===== config.mk =====
export PLATFORM = sky130hd
export DESIGN_NAME = mux_scan_ctrl
export DESIGN_NICKNAME = d
export VERILOG_FILES = /design/src/rtl/mux_scan_ctrl.sv
export SDC_FILE = /design/constraint.sdc
export NUM_CORES = 1
export LEC_CHECK = 0
export ABC_CLOCK_PERIOD_IN_PS = 4600
export CAP_MARGIN = 25
export CORE_MARGIN = 1
export CORE_UTILIZATION = 40
export CTS_CLUSTER_SIZE = 10
export DETAILED_ROUTE_END_ITERATION = 10
export GPL_TIMING_DRIVEN = 0
export PLACE_DENSITY_LB_ADDON = 0.2
export SYNTH_ARGS = -nofsm -noshare
export SYNTH_HDL_FRONTEND = slang
export SYNTH_SLANG_ARGS = --single-unit
export TNS_END_PERCENT = 100

===== constraint.sdc =====
create_clock -name clk -period 4.6 [get_ports clk]
set_input_delay 0.69 -clock clk [delete_from_list [all_inputs] [get_ports clk]]
set_output_delay 0.69 -clock clk [all_outputs]
set_load 0.1 [all_outputs]

===== src/rtl/mux_scan_ctrl.sv =====
// Sequencer for a 4:1 analog mux: steps the select through the enabled channels in
// ascending order, waits SETTLE cycles per channel, then captures mux_out.
module mux_scan_ctrl #(
    parameter int unsigned SETTLE = 1
) (
    input  logic       clk,
    input  logic       rst_n,
    input  logic       start,
    input  logic [3:0] ch_en,
    input  logic       mux_out,
    output logic       s1,
    output logic       s0,
    output logic       busy,
    output logic       done,
    output logic [3:0] sample,
    output logic [3:0] valid
);

    // state   | meaning
    // IDLE    | waiting for start; outputs hold the last scan result
    // SETTLE  | select driven, counting down the settle time
    // CAPTURE | capture edge: store mux_out, advance or finish
    // DONE    | one-cycle done pulse, then back to IDLE
    typedef enum logic [1:0] {
        ST_IDLE,
        ST_SETTLE,
        ST_CAPTURE,
        ST_DONE
    } state_t;

    localparam logic [3:0] SETTLE_CNT = 4'(SETTLE);
    localparam state_t     ST_AFTER_SEL = (SETTLE == 0) ? ST_CAPTURE : ST_SETTLE;

    state_t     state_q, state_d;
    logic [3:0] cnt_q, cnt_d;
    logic [3:0] mask_q, mask_d;
    logic [1:0] sel_q, sel_d;
    logic       busy_q, busy_d;
    logic       done_q, done_d;
    logic [3:0] sample_q, sample_d;
    logic [3:0] valid_q, valid_d;

    // Lowest enabled channel at index >= lo; bit 2 flags whether one exists.
    function automatic logic [2:0] first_from(input logic [3:0] m, input int lo);
        logic [2:0] res;
        res = 3'b000;
        for (int i = 3; i >= 0; i--) begin
            if (m[i] && i >= lo) res = {1'b1, 2'(i)};
        end
        return res;
    endfunction

    logic [2:0] first_ch;
    logic [2:0] next_ch;

    always_comb begin
        first_ch = first_from(ch_en, 0);
        next_ch  = first_from(mask_q, int'(sel_q) + 1);
    end

    always_comb begin
        state_d  = state_q;
        cnt_d    = cnt_q;
        mask_d   = mask_q;
        sel_d    = sel_q;
        busy_d   = busy_q;
        done_d   = done_q;
        sample_d = sample_q;
        valid_d  = valid_q;
        unique case (state_q)
            ST_IDLE: begin
                if (start) begin
                    sample_d = 4'b0000;
                    mask_d   = ch_en;
                    valid_d  = ch_en;
                    if (first_ch[2]) begin
                        sel_d   = first_ch[1:0];
                        busy_d  = 1'b1;
                        cnt_d   = SETTLE_CNT;
                        state_d = ST_AFTER_SEL;
                    end else begin
                        // empty mask: report completion without touching the select
                        done_d  = 1'b1;
                        state_d = ST_DONE;
                    end
                end
            end
            ST_SETTLE: begin
                cnt_d = cnt_q - 4'd1;
                if (cnt_q <= 4'd1) state_d = ST_CAPTURE;
            end
            ST_CAPTURE: begin
                sample_d[sel_q] = mux_out;
                if (next_ch[2]) begin
                    sel_d   = next_ch[1:0];
                    cnt_d   = SETTLE_CNT;
                    state_d = ST_AFTER_SEL;
                end else begin
                    busy_d  = 1'b0;
                    done_d  = 1'b1;
                    state_d = ST_DONE;
                end
            end
            ST_DONE: begin
                done_d  = 1'b0;
                state_d = ST_IDLE;
            end
            default: state_d = ST_IDLE;
        endcase
    end

    always_ff @(posedge clk or negedge rst_n) begin
        if (!rst_n) begin
            state_q  <= ST_IDLE;
            cnt_q    <= 4'd0;
            mask_q   <= 4'd0;
            sel_q    <= 2'd0;
            busy_q   <= 1'b0;
            done_q   <= 1'b0;
            sample_q <= 4'd0;
            valid_q  <= 4'd0;
        end else begin
            state_q  <= state_d;
            cnt_q    <= cnt_d;
            mask_q   <= mask_d;
            sel_q    <= sel_d;
            busy_q   <= busy_d;
            done_q   <= done_d;
            sample_q <= sample_d;
            valid_q  <= valid_d;
        end
    end

    assign s1     = sel_q[1];
    assign s0     = sel_q[0];
    assign busy   = busy_q;
    assign done   = done_q;
    assign sample = sample_q;
    assign valid  = valid_q;

endmodule


==> results.txt <==
----------------------------------------------------
[Critical path]
  Largest stage delay on the critical path ... 1200 ps
  Sum of buffers and inverters on the critical path ... 1
  Highest net fanout along the worst path ... 7
  Max stage delay cell, worst path ... sky130_fd_sc_hd__clkdlybuf4s50_1
  Worst setup EP type ... output port
  Data arrival time of the critical path ... 1980 ps
  Startpoint of the worst-slack reg-to-reg timing path ... sel_q[1]
  WP data required ... 3910 ps
  Critical path, cell by cell ... clkdlybuf4s50_1
  Critical Path Source Type ... flop
  Setup CP Type ... flop to output port
  Flop2flop setup slack ... 2840 ps
  Capture point of the worst reg-to-reg path ... sel_q[0]
  Cell count of the worst reg-to-reg path ... 5
  Worst path top cell family by delay ... buffers and inverters
  Crit path from ... valid[3]

[Synthesis]
  Top FF cell, synth ... sky130_fd_sc_hd__dfrtp_1
  Fraction of synthesis flops using an asynchronous set or reset pin ... 1.00
  Share of synthesized area occupied by flip-flops and latches ... 0.430
  Number of warnings issued by yosys ... 0
  Cell taking the most area after synthesis ... sky130_fd_sc_hd__dfrtp_1
  EDFF count, synth ... 0
  Synth Instances ... 106
  Synthesized net count ... 116
  Average size of a mapped cell ... 9.88 µm²
  Post-synthesis cell area ... 1050 µm²
  Post-synth top area share ... 0.430
  Top cells by area in the synthesized netlist ... sky130_fd_sc_hd__dfrtp_1 (43%), sky130_fd_sc_hd__mux2_2 (4.3%), sky130_fd_sc_hd__nor2b_1 (3.0%)
  Number of register bits inferred by synthesis ... 18
  Netlist cell types ... 39

[Detailed routing]
  Met3 wire length ... 106 µm
  Routed WL per cell ... 15.0 µm
  Met2 wire length ... 1120 µm
  Vias per inst ... 5.80
  Remaining antenna violation count ... 0
  Routed met1 length ... 1110 µm
  Remaining DRCs ... 0
  Top routing layer in use ... met4
  Via count ... 917
  Final wirelength ... 2370 µm
  DRT Pass-1 Iters ... 4
  Violation count after the first detailed-routing iteration ... 26

[Place]
  Final weighted congestion of routability-driven global placement ... 0.868
  DP Worst Slack ... 2190 ps
  Dpl hpwl ... 1730 µm
  Port Buffers ... 19

[Finish]
  Multi-input gate area in the final layout ... 552 µm²
  Most frequent cells in the layout ... sky130_fd_sc_hd__clkdlybuf4s50_1 (19), sky130_fd_sc_hd__dfrtp_1 (18), sky130_fd_sc_hd__nor2_1 (8)
  Sequential standard cell area ... 450 µm²
  Ant diodes ... 0
  Most common cell after layout, fill and taps aside ... sky130_fd_sc_hd__clkdlybuf4s50_1
  Share of layout cells above drive strength 1 ... 0.109
  Final Net Count ... 140
  Signed area change from the synthesized netlist to the final layout ... 23.9%
  Fill cell instance count of the final layout ... 254

[Timing]
  Highest attainable clock frequency ... 374 MHz
  Final-report setup violation count ... 0
  Max transition margin ... 0.339
  Number of hold violations in the final report ... 0
  Skew final ... 7.90 ps
  Number of pins with negative max-slew slack in the final report ... 0
  Period Utilization, post-route ... 0.581
  Actual transition at the worst max-transition pin ... 989 ps
  Final worst path period need ... 2670 ps
  Setup repair after global routing missed its margin ... false
  Setup total negative slack ... 0 ps
  Final worst slack ... 1930 ps

[GRT]
  Number of global-route vias before repair ... 811
  Overflow left after global routing ... 0
  Largest net degree at the start of global routing ... 19
  Global routing usage summed across all routing layers ... 0.183
  Wire length of the first global-routing pass ... 3620 µm
  Antenna violations before repair ... 0

[Clock tree]
  Number of buffers added for setup after CTS ... 0
  Clock buffer count from CTS ... 3
  Root buf cell ... sky130_fd_sc_hd__clkbuf_4
  Number of levels in the clock H-tree ... 1
  Post-cts repair resize count ... 0
  TritonCTS clock tree ... done
  Clock transition at path regs ... 100 ps
  Hold-fix buffers, CTS ... 0
  Maximum buffer depth of the clock tree ... 2
  Clock tree sinks ... 18
  Clk Latency, worst-skew pair ... 300 ps

[Floorplanning]
  Width of the die ... 53.2 µm
  Area of the core ... 2480 µm²
  Effective utilization at floorplan ... 0.423
  Vertical extent of the die ... 53.2 µm
  Floorplan die area ... 2830 µm²
  Num ports ... 20
  Site Rows ... 18

[Worst hold path]
  Cell depth of the worst hold path ... 1
  Worst hold path class ... flop to flop
  Source of the worst hold timing path ... sample[1]
  Worst min-delay path endpoint ... sample[1]

[Run]
  Number of max-cap violations ... 0

[Outcome]
  Run status ... complete, no violations

----------------------------------------------------
## cell families (layout without fill, tap and decap cells)
logic type | after synthesis | in the layout | synth area share
AO/OA/AOI/OAI | 35 | 35 | 0.245
adder cells (fa/ha/maj) | 2 | 2 | 0.0239
AND/OR/NAND/NOR | 34 | 34 | 0.182
flip-flops | 18 | 18 | 0.430
buffers and inverters | 10 | 32 | 0.0430
multiplexers | 7 | 7 | 0.0765
## worst max-delay path by stage
stage	endpoint	slack [ps]	cells after the start
CTS	valid[3]	1920	1
floorplan	sel_q[0]	2470	5
detailed placement	valid[2]	2190	5
global route	s0	1860	1
global placement	valid[0]	2210	5
finish	valid[3]	1930	1
## routing by layer
| layer | track usage | vias to the layer above |
|---|---|---|
| li1 | - | 434 |
| met5 | 0 | - |
| met3 | 0.0402 | 6 |
| met2 | 0.291 | 25 |
| met1 | 0.238 | 452 |
| met4 | 0.0789 | 0 |
## per-stage QoR
step / std cells / hold slack, ps / area [µm²] / utilization
after global routing: 158 / 523 / 1300 / 0.524
after floorplan: 106 / 394 / 1050 / -
after detailed placement: 155 / 490 / 1270 / 0.515
after global placement: 155 / 484 / 1270 / 0.515
after CTS: 158 / 517 / 1300 / 0.524
final: 158 / 516 / 1300 / 0.524
## cell usage after synthesis, drive strengths merged (3+ instances only)
cell / count
a21oi: 7
clkbuf: 4
dfrtp: 18
inv: 5
mux2: 5
nand2: 5
nand2b: 3
nor2: 9
nor2b: 5
o21ai: 5
o21bai: 4
o22ai: 5
## state kept, by name (all words and copies together) (netlist names)
signal and count:
busy 1, done 1, state_q 2, cnt_q 4, sample 4, valid 4, sel_q 2
## cell type report
type / count / area share
Buffer: 5 / 0.0203
Clock buffer: 3 / 0.0174
Inverter: 5 / 0.0145
Multi-Input combinational cell: 78 / 0.425
Sequential cell: 18 / 0.347
Tap cell: 30 / 0.0289
Timing Repair Buffer: 19 / 0.147
Power is left out: the tool's default activity adds up to more than one toggle a clock period on the data nets, which glitch-free logic cannot reach.
